## src/rtl/vga_timing_pkg.sv

```systemverilog
// vga_timing_pkg: default 640x480@60 raster constants and decode helpers
package vga_timing_pkg;
  localparam int DEF_H_ACTIVE = 640;
  localparam int DEF_H_FP = 16;
  localparam int DEF_H_SYNC = 96;
  localparam int DEF_H_BP = 48;
  localparam int DEF_V_ACTIVE = 480;
  localparam int DEF_V_FP = 10;
  localparam int DEF_V_SYNC = 2;
  localparam int DEF_V_BP = 33;
  typedef enum logic [1:0] {ACTIVE, FRONT, SYNC, BACK} sync_region_e;
  function automatic int h_total(int act, int fp, int sync, int bp);
    return act + fp + sync + bp;
  endfunction
  function automatic int v_total(int act, int fp, int sync, int bp);
    return act + fp + sync + bp;
  endfunction
  // Never returns a zero width, so degenerate configs still get a 1-bit port.
  function automatic int width_of(int n);
    return n < 2 ? 1 : $clog2(n);
  endfunction
  function automatic sync_region_e region_of(int pos, int act, int fp, int sync);
    return pos < act ? ACTIVE : pos < act + fp ? FRONT : pos < act + fp + sync ? SYNC : BACK;
  endfunction
endpackage

```

## src/rtl/wrap_counter.sv

```systemverilog
// wrap_counter: modulo counter with terminal-value load, exposing its next value
module wrap_counter #(
  parameter int W = 4,
  parameter int LAST = 15
) (
  input  logic         clk,
  input  logic         rst_n,
  input  logic         inc,
  input  logic         load,
  output logic [W-1:0] q,
  output logic [W-1:0] nxt,
  output logic         wrap
);
  assign wrap = inc && !load && q == W'(LAST);
  assign nxt = load ? W'(LAST) : !inc ? q : wrap ? '0 : q + 1'b1;
  // Position register; reset parks it on the terminal value so the first increment yields 0.
  always_ff @(posedge clk or negedge rst_n)
    if (!rst_n) q <= W'(LAST);
    else q <= nxt;
endmodule

```

## src/rtl/vga_timing_gen.sv

```systemverilog
// vga_timing_gen: parametrised raster timing generator with cell coordinates
module vga_timing_gen
  import vga_timing_pkg::*;
#(
  parameter int H_ACTIVE = DEF_H_ACTIVE,
  parameter int H_FP = DEF_H_FP,
  parameter int H_SYNC = DEF_H_SYNC,
  parameter int H_BP = DEF_H_BP,
  parameter int V_ACTIVE = DEF_V_ACTIVE,
  parameter int V_FP = DEF_V_FP,
  parameter int V_SYNC = DEF_V_SYNC,
  parameter int V_BP = DEF_V_BP,
  parameter bit HS_POL = 1'b0,
  parameter bit VS_POL = 1'b0,
  parameter int CHAR_W = 8,
  parameter int CHAR_H = 16,
  parameter int PIX_DIV = 2,
  localparam int H_TOTAL = h_total(H_ACTIVE, H_FP, H_SYNC, H_BP),
  localparam int V_TOTAL = v_total(V_ACTIVE, V_FP, V_SYNC, V_BP),
  localparam int HW = width_of(H_TOTAL),
  localparam int VW = width_of(V_TOTAL),
  localparam int XCW = width_of(H_ACTIVE / CHAR_W),
  localparam int YCW = width_of(V_ACTIVE / CHAR_H),
  localparam int XDW = width_of(CHAR_W),
  localparam int YDW = width_of(CHAR_H)
) (
  input  logic           clk,
  input  logic           rst_n,
  input  logic           en,
  input  logic           restart,
  output logic           pix_ce,
  output logic [HW-1:0]  dot_counter,
  output logic [VW-1:0]  scanline_counter,
  output logic           hsync,
  output logic           vsync,
  output logic           active,
  output logic [XCW-1:0] x_char,
  output logic [YCW-1:0] y_char,
  output logic [XDW-1:0] x_dot,
  output logic [YDW-1:0] y_dot,
  output logic           line_start,
  output logic           frame_start
);
  localparam int PW = width_of(PIX_DIV);
  localparam int XS = $clog2(CHAR_W);
  localparam int YS = $clog2(CHAR_H);
  logic [PW-1:0] presc;
  logic          term;
  logic [HW-1:0] h_nxt;
  logic [VW-1:0] v_nxt;
  logic          h_wrap;
  logic          v_wrap;
  logic          act_d;
  sync_region_e  h_reg;
  sync_region_e  v_reg;
  assign term = presc == PW'(PIX_DIV - 1);
  // Prescaler: holds while en is low, restart re-aligns it with the parked position.
  always_ff @(posedge clk or negedge rst_n)
    if (!rst_n) begin
      presc <= '0;
      pix_ce <= 1'b0;
    end else if (restart) begin
      presc <= '0;
      pix_ce <= 1'b0;
    end else if (en) begin
      presc <= term ? '0 : presc + 1'b1;
      pix_ce <= term;
    end else begin
      pix_ce <= 1'b0;
    end
  wrap_counter #(.W(HW), .LAST(H_TOTAL - 1)) u_h (
    .clk  (clk),
    .rst_n(rst_n),
    .inc  (pix_ce),
    .load (restart),
    .q    (dot_counter),
    .nxt  (h_nxt),
    .wrap (h_wrap)
  );
  wrap_counter #(.W(VW), .LAST(V_TOTAL - 1)) u_v (
    .clk  (clk),
    .rst_n(rst_n),
    .inc  (h_wrap),
    .load (restart),
    .q    (scanline_counter),
    .nxt  (v_nxt),
    .wrap (v_wrap)
  );
  assign h_reg = region_of(int'(h_nxt), H_ACTIVE, H_FP, H_SYNC);
  assign v_reg = region_of(int'(v_nxt), V_ACTIVE, V_FP, V_SYNC);
  assign act_d = h_reg == ACTIVE && v_reg == ACTIVE;
  // Decode from the counters' next values so outputs land on the same edge as the position.
  always_ff @(posedge clk or negedge rst_n)
    if (!rst_n) begin
      active <= 1'b0;
      hsync <= !HS_POL;
      vsync <= !VS_POL;
      line_start <= 1'b0;
      frame_start <= 1'b0;
      x_char <= '0;
      y_char <= '0;
      x_dot <= '0;
      y_dot <= '0;
    end else begin
      active <= act_d;
      hsync <= h_reg == SYNC ? HS_POL : !HS_POL;
      vsync <= v_reg == SYNC ? VS_POL : !VS_POL;
      line_start <= h_wrap;
      frame_start <= v_wrap;
      x_char <= act_d ? XCW'(h_nxt >> XS) : '0;
      y_char <= act_d ? YCW'(v_nxt >> YS) : '0;
      x_dot <= act_d ? XDW'(h_nxt & HW'(CHAR_W - 1)) : '0;
      y_dot <= act_d ? YDW'(v_nxt & VW'(CHAR_H - 1)) : '0;
    end
endmodule

```

## config.mk

```make
export PLATFORM = sky130hd
export DESIGN_NAME = vga_timing_gen
export DESIGN_NICKNAME = d
export VERILOG_FILES = /design/src/rtl/vga_timing_pkg.sv /design/src/rtl/wrap_counter.sv /design/src/rtl/vga_timing_gen.sv
export SDC_FILE = /design/constraint.sdc
export NUM_CORES = 1
export LEC_CHECK = 0
export ABC_AREA = 0
export ABC_CLOCK_PERIOD_IN_PS = 3900
export CAP_MARGIN = 25
export CORE_ASPECT_RATIO = 1.4
export CORE_UTILIZATION = 50
export DETAILED_ROUTE_END_ITERATION = 16
export DONT_BUFFER_PORTS = 1
export GPL_ROUTABILITY_DRIVEN = 0
export GPL_TIMING_DRIVEN = 0
export SYNTH_ARGS = -nofsm -noshare
export SYNTH_HDL_FRONTEND = slang
export SYNTH_HIERARCHICAL = 1
export SYNTH_SLANG_ARGS = --single-unit
export TNS_END_PERCENT = 50
```

## constraint.sdc

```tcl
create_clock -name clk -period 3.9 [get_ports clk]
set_input_delay 0.585 -clock clk [delete_from_list [all_inputs] [get_ports clk]]
set_output_delay 0.585 -clock clk [all_outputs]
set_load 0.02 [all_outputs]
```

==> qor.csv, run 1 <==
stage,metric,value,unit
final_layout,Nets,190,
sta,RSZ-0062 raised after global routing,false,
yosys,biggest area consumer among synthesized cells,dfrtp_1,
run,max_cap viols,0,
clock_network,number of clock sinks,46,
sta,Final WS setup,0.391,ns
final_layout,Fill cells,353,
yosys,top post-synthesis cells by area,"dfrtp_1, dfstp_2, and3_1, and3_2, xor2_1",
grt,initial antenna violation count,0,
grt,pin count of the biggest net entering global routing,35,
setup_path,Critical Path AT,3.68,ns
die,# IOs,49,
final_layout,area growth from synthesis to layout,7.88,%
die,Starting Density,0.526,
sta,"Hold Vio Cnt, Final",0,
setup_path,WS Path Type,flip-flop to flip-flop,
setup_path,crit end category,flip-flop,
sta,Peak Freq,0.285,GHz
sta,final setup violating endpoints,0,
sta,measured slew at the worst slew-check pin,0.566,ns
yosys,syn nets,182,
clock_network,post_cts resized,0,
placement,DP Worst Slack,0.465,ns
drt,1st-pass router iterations,10,
grt,first-pass GRT wire length,7360,um
final_layout,# diodes,0,
drt,ANT nets after route,0,
hold_path,Hold WC Path Type,primary input to asynchronous set/reset pin,
sta,fin. max-slew vios,0,
final_layout,"non-filler cells, final",227,
clock_network,Worst-path clk slew,0.08,ns
clock_network,TritonCTS Buffers,5,
yosys,number of synthesized flops with an enable pin,0,
setup_path,Worst R2R Path Depth,10,
grt,vias in the first global route,1525,
clock_network,root buffer cell,clkbuf_8,
clock_network,CTS H-Tree Depth,2,
sta,Post-Route Skew,0.0108,ns
grt,Total GRT Usage,0.217,
setup_path,critical path required time,4.07,ns
setup_path,R2R setup slack,0.39,ns
drt,DR vias/cell,6.42,
setup_path,CP Launch Point,u_h/q[0]$_DFF_PN1_,
clock_network,Skew-Pair Late Insertion Delay,0.29,ns
yosys,register area share after synthesis,0.556,
clock_network,CTS max path bufs,2,
yosys,Netlist cell types,46,
yosys,top-area cell type share of the netlist area,0.406,
placement,PortBufs,0,
placement,Post-DP HPWL,3020,um
yosys,Yosys warning total,6,
drt,DRT iter0 DRCs,96,
power,Static Leakage,1.01,nW
status,outcome,"complete, but fails checks",
setup_path,CP Capture Point,y_dot[2]$_DFF_PN0_,
setup_path,r2r startpoint,u_h/q[0]$_DFF_PN1_,
setup_path,CP Max Fanout,10,
sta,Final Cycle Share,0.900,
yosys,"Cell Area, Synth",2100,um2
final_layout,Seq. cell area,1170,um2
setup_path,FF-to-FF End,y_dot[2]$_DFF_PN0_,
die,Die Wd,56.7,um
clock_network,CTS tree,yes,
final_layout,area of the multi-input gates,866,um2
yosys,Post-synth ARST share,1.00,
drt,vias,1458,
drt,Avg WL per Cell,19.3,um
placement,placed insts,218,
sta,Final min period,3.51,ns
die,CORE AREA,3990,um2
final_layout,layout cell share with drive strength beyond 1,0.255,
setup_path,Critical Path Start Type,flip-flop,
drt,Total Wirelength,4380,um
yosys,synthesized area per cell,12.0,um2
die,Die ar.,4460,um2
power,Worst VDD drop,0.298,mV
clock_network,post-CTS setup buffer count,0,
yosys,post-synthesis register bit count,46,
yosys,Post-Syn Instances,175,
clock_network,hold_buf cts,1,
yosys,top_reg_cell synth,dfrtp_1,
sta,relative slew slack,0.621,
power,Power Dens Cells,397,nW/um2
sta,setup TNS,0,ns
die,height of the die,78.6,um
drt,detailed-route DRC error count,9,
status,failing checks,DRC,
grt,GR Overflow Total,0,
die,floorplan row count,27,
stage by stage:
stage | hold slack (ns) | power (mW) | instance area [um2] | util
2_1_floorplan | 0.289 | 0.592 | 2100 | -
3_3_place_gp | 0.290 | 0.609 | 2150 | 0.540
3_5_place_dp | 0.290 | 0.613 | 2150 | 0.540
4_1_cts | 0.115 | 0.911 | 2260 | 0.567
5_1_grt | 0.105 | 0.944 | 2260 | 0.567
6_report | 0.111 | 0.899 | 2260 | 0.567
per-layer routing:
metal / track usage / vias up / share of wire
met5: 0 / - / 0
met4: 0.127 / 0 / 0.038
met3: 0.0577 / 13 / 0.061
met2: 0.369 / 54 / 0.52
met1: 0.241 / 735 / 0.39
li1: - / 656 / -
placed cells by master (no fill, tap or decap), types with 3 or more instances in the layout:
master	instances
a21oi_1	8
and3_1	11
and3_2	7
buf_4	3
clkbuf_8	6
dfrtp_1	34
dfstp_2	12
ha_1	3
inv_1	7
nand2_1	9
nand3_1	7
nand4_1	6
nand4bb_1	3
nor2_1	6
o21ai_0	8
o31ai_1	3
or3_1	6
xor2_1	6
sequential cells by signal (all words and copies together), names as in the netlist, 3 cells and up:
name / count
y_char: 5
x_char: 7
u_v/q: 10
x_dot: 3
y_dot: 4
u_h/q: 10
cells in the mapped netlist (all sizes together), types with 2 or more instances:
cell and instances:
xor2 6, a31oi 2, nor2 6, nand2b 2
xnor2 2, buf 4, o21ai 11, dfrtp 34
ha 3, a21oi 8, or3 8, dfstp 12
nand2 9, and3b 3, or4 3, inv 7
nand4 8, nand4bb 3, and3 18, nand3 8
o31ai 4
cells by family (layout without fill, tap and decap cells):
group | count (synthesis) | after routing | synth area share
flip-flops | 46 | 46 | 0.556
AO/OA/AOI/OAI | 32 | 32 | 0.115
XOR/XNOR | 8 | 8 | 0.0334
adder cells (fa/ha/maj) | 3 | 3 | 0.0179
AND/OR/NAND/NOR | 74 | 74 | 0.247
buffers and inverters | 12 | 21 | 0.0310
worst max-delay path, cell delays in order (launching register included):
cell and delay, ns:
dfstp_2 0.66, ha_1 0.24, nand2_1 0.18, nor4b_4 0.56, buf_4 0.26, nand4_2 0.20, or3_1 0.37, a21oi_1 0.34
a41oi_2 0.18, buf_4 0.20, and3_2 0.20
power breakdown:
part	leakage (nW)	internal, mW	switching [mW]	total (mW)
registers	0.599	0.495	0.0295	0.525
clock network	0.0482	0.143	0.143	0.286
logic	0.362	0.0344	0.0542	0.0886
total	1.01	0.672	0.226	0.899
cell type report:
class	instances	area share
sequential	46	0.515
multi-input combinational	117	0.383
clock buffer	7	0.0382
tap	43	0.0238
buffer	5	0.0171
inverter	7	0.0116
timing repair buffer	1	0.00885
clock inverter	1	0.00221
worst min-delay path by stage:
| stage | endpoint | depth (start not counted) |
|---|---|---|
| after floorplan | active$_DFF_PN0_ | 0 |
| after global placement | line_start$_DFF_PN0_ | 0 |
| after detailed placement | line_start$_DFF_PN0_ | 0 |
| after CTS | line_start$_DFF_PN0_ | 1 |
| after global routing | u_h/q[9]$_DFF_PN1_ | 0 |
| final | line_start$_DFF_PN0_ | 1 |
No activity file was read; power rests on OpenSTA's default activity.
==> inputs of run 2 (changes only) <==
GPL_TIMING_DRIVEN = unset   (was 0)
RECOVER_POWER = 100   (was unset)
==> run 2 against run 1 <==
  * The run ends with DRC, capacitance limit, slew limit left
  * Critical path depth is 2 lower
  * Wire length is 2.4% lower
  * Clock skew is 0.0066 ns lower
  * Die area stayed put
  * First-iteration DRC count is 34% lower
  * Flip-flop and latch count stayed put
  * Clock-buffer cell count is 2 lower
  * Via count is 0.48% lower
  * Worst hold slack better by 0.018 ns
  * Setup slack worse by 0.066 ns
  * Register-to-register slack worse by 0.07 ns
  * Maximum frequency is 1.8% lower
  * Critical endpoint is now y_dot[3]$_DFF_PN0_
  * Largest cell class unchanged
==> qor.csv, run 2 (same netlist as run 1, synthesis figures left out) <==
stage,metric,value,unit,change
setup_path,FF-to-FF End,y_dot[3]$_DFF_PN0_,,
die,CORE AREA,3990,um2,unchanged
clock_network,Worst-path clk slew,0.08,ns,about the same
drt,vias,1451,,-0.48%
clock_network,CTS tree,yes,,
die,Die ar.,4460,um2,unchanged
clock_network,number of clock sinks,46,,unchanged
power,Power Dens Cells,448,nW/um2,+13%
placement,placed insts,214,,-1.8%
setup_path,r2r startpoint,u_h/q[1]$_DFF_PN1_,,
setup_path,Critical Path AT,3.75,ns,+0.07 ns
sta,Final WS setup,0.325,ns,-0.0659 ns
drt,detailed-route DRC error count,9,,unchanged
clock_network,CTS H-Tree Depth,2,,unchanged
final_layout,Nets,186,,-2.1%
sta,Final min period,3.58,ns,+0.0659 ns
drt,DR vias/cell,6.51,,+1.3%
sta,"Hold Vio Cnt, Final",0,,unchanged
power,Worst VDD drop,0.229,mV,-23%
grt,Total GRT Usage,0.205,,-0.0122
final_layout,layout cell share with drive strength beyond 1,0.172,,-0.0832
drt,Total Wirelength,4270,um,-2.4%
placement,PortBufs,0,,unchanged
final_layout,Largest regs,"u_h/q (10), u_v/q (10), x_char (7)",,
sta,Final Cycle Share,0.917,,+0.0169
final_layout,most frequent cells in the layout,"dfrtp_1, and3_1, dfstp_1, o21ai_0, nand2_1",,
clock_network,root buffer cell,clkbuf_8,,
sta,setup TNS,0,ns,unchanged
final_layout,Fill cells,348,,-1.4%
setup_path,Critical Path Start Type,flip-flop,,
placement,placed inst area,2120,um2,-1.5%
setup_path,CP Cell Sequence,"ha_1, nand2_1, nor4b_4, nand4_2, or3_1, a21oi_1, a41oi_2, and3_2",,
die,# IOs,49,,unchanged
grt,first-pass GRT wire length,6900,um,-6.3%
setup_path,CP Max Fanout,20,,+10
final_layout,Seq. cell area,1170,um2,unchanged
sta,hold_ws,0.128,ns,+0.0175 ns
clock_network,CTS max path bufs,2,,unchanged
placement,DP Worst Slack,0.510,ns,+0.0447 ns
drt,ANT nets after route,0,,unchanged
power,Static Leakage,0.981,nW,-2.9%
status,outcome,"complete, but fails checks",,
grt,vias in the first global route,1439,,-5.6%
final_layout,cell area after layout,2250,um2,-0.44%
setup_path,crit end category,flip-flop,,
setup_path,critical path required time,4.08,ns,about the same
grt,pin count of the biggest net entering global routing,35,,unchanged
sta,measured slew at the worst slew-check pin,1.72,ns,+1.16 ns
grt,initial antenna violation count,0,,unchanged
setup_path,WS Path Type,flip-flop to flip-flop,,
run,max_cap viols,1,,+1
hold_path,Hold WC Path Type,primary input to asynchronous set/reset pin,,
sta,Post-Route Skew,0.00425,ns,-0.00660 ns
final_layout,area of the multi-input gates,861,um2,-0.58%
final_layout,"most common cell after layout, fill and taps aside",dfrtp_1,,
final_layout,# diodes,0,,unchanged
drt,DRT iter0 DRCs,63,,-34%
power,final total power,1.01,mW,+12%
drt,1st-pass router iterations,10,,unchanged
setup_path,"Largest stage delay, worst path",0.73,ns,+0.07 ns
final_layout,post-layout util,0.565,,-0.00251
sta,final setup violating endpoints,0,,unchanged
setup_path,Crit-path slowest cell,dfstp_1,,
grt,GR Overflow Total,0,,unchanged
die,Die Wd,56.7,um,unchanged
final_layout,area growth from synthesis to layout,7.40,%,
sta,relative slew slack,-0.150,,-0.771
die,height of the die,78.6,um,unchanged
sta,RSZ-0062 raised after global routing,false,,
setup_path,R2R setup slack,0.32,ns,-0.07 ns
die,Starting Density,0.526,,unchanged
status,failing checks,"DRC, capacitance limit, slew limit",,
placement,Post-DP HPWL,2900,um,-4.0%
drt,Avg WL per Cell,19.2,um,-0.67%
sta,Peak Freq,0.280,GHz,-1.8%
clock_network,Skew-Pair Late Insertion Delay,0.29,ns,about the same
final_layout,"non-filler cells, final",223,,-1.8%
setup_path,Worst R2R Path Depth,8,,-2
die,floorplan row count,27,,unchanged
sta,fin. max-slew vios,35,,+35
clock_network,TritonCTS Buffers,5,,unchanged
==> run 2: cell count changes in the layout (fill, tap and decap cells not counted), sizes merged <==
cell | before | now
buf | 5 | 0
bufinv | 0 | 2
clkbuf | 8 | 7
==> run 2: worst max-delay path: cells and delay by family (launching register included) <==
| kind | cells | cell delay [ns] |
|---|---|---|
| AOI/OAI and AO/OA | 2 | 0.83 |
| adders and majority gates | 1 | 0.27 |
| DFF | 1 | 0.73 |
| and+or+nand+nor | 5 | 1.63 |
==> run 2: worst max-delay path by stage <==
| stage | to | cells past startpoint | startpoint |
|---|---|---|---|
| 6_report | y_dot[3]$_DFF_PN0_ | 8 | u_h/q[1]$_DFF_PN1_ |
| 5_1_grt | y_dot[3]$_DFF_PN0_ | 8 | u_h/q[1]$_DFF_PN1_ |
| 4_1_cts | y_dot[3]$_DFF_PN0_ | 8 | u_h/q[0]$_DFF_PN1_ |
| 3_5_place_dp | y_dot[3]$_DFF_PN0_ | 8 | u_h/q[0]$_DFF_PN1_ |
| 3_3_place_gp | y_dot[1]$_DFF_PN0_ | 8 | u_h/q[0]$_DFF_PN1_ |
| 2_1_floorplan | x_char[4]$_DFF_PN0_ | 10 | u_h/q[0]$_DFF_PN1_ |
==> run 2: final cells by class <==
class | instances | share of cell area
clock buffers | 5 | 0.0306
clock inverters | 3 | 0.0306
inverters | 7 | 0.0117
multi-input cells | 117 | 0.382
flip-flops and latches | 46 | 0.518
well taps | 43 | 0.0239
repair buffers | 2 | 0.00333
==> run 2: per-layer routing <==
| metal | part of all wire | GRT usage | wire length (um) | up-vias |
|---|---|---|---|---|
| met2 | 0.54 | 0.362 | 2300 | 64 |
| li1 | - | - | - | 652 |
| met1 | 0.37 | 0.218 | 1570 | 725 |
| met3 | 0.070 | 0.0560 | 299 | 10 |
| met4 | 0.022 | 0.110 | 93 | 0 |
| met5 | 0 | 0 | 0 | - |
==> run 2: repair_timing <==
item,4_1_cts,5_1_grt
hold endpoints to repair,34,0
gates resized for setup,0,0
hold buffers,1,0
buffers inserted,0,0
==> run 2: power by group <==
part	leakage (nW)	internal [mW]	switching, mW	total, mW
Sequential	0.586	0.492	0.0299	0.522
Combinational	0.326	0.0239	0.0511	0.0750
Clock	0.0683	0.257	0.155	0.411
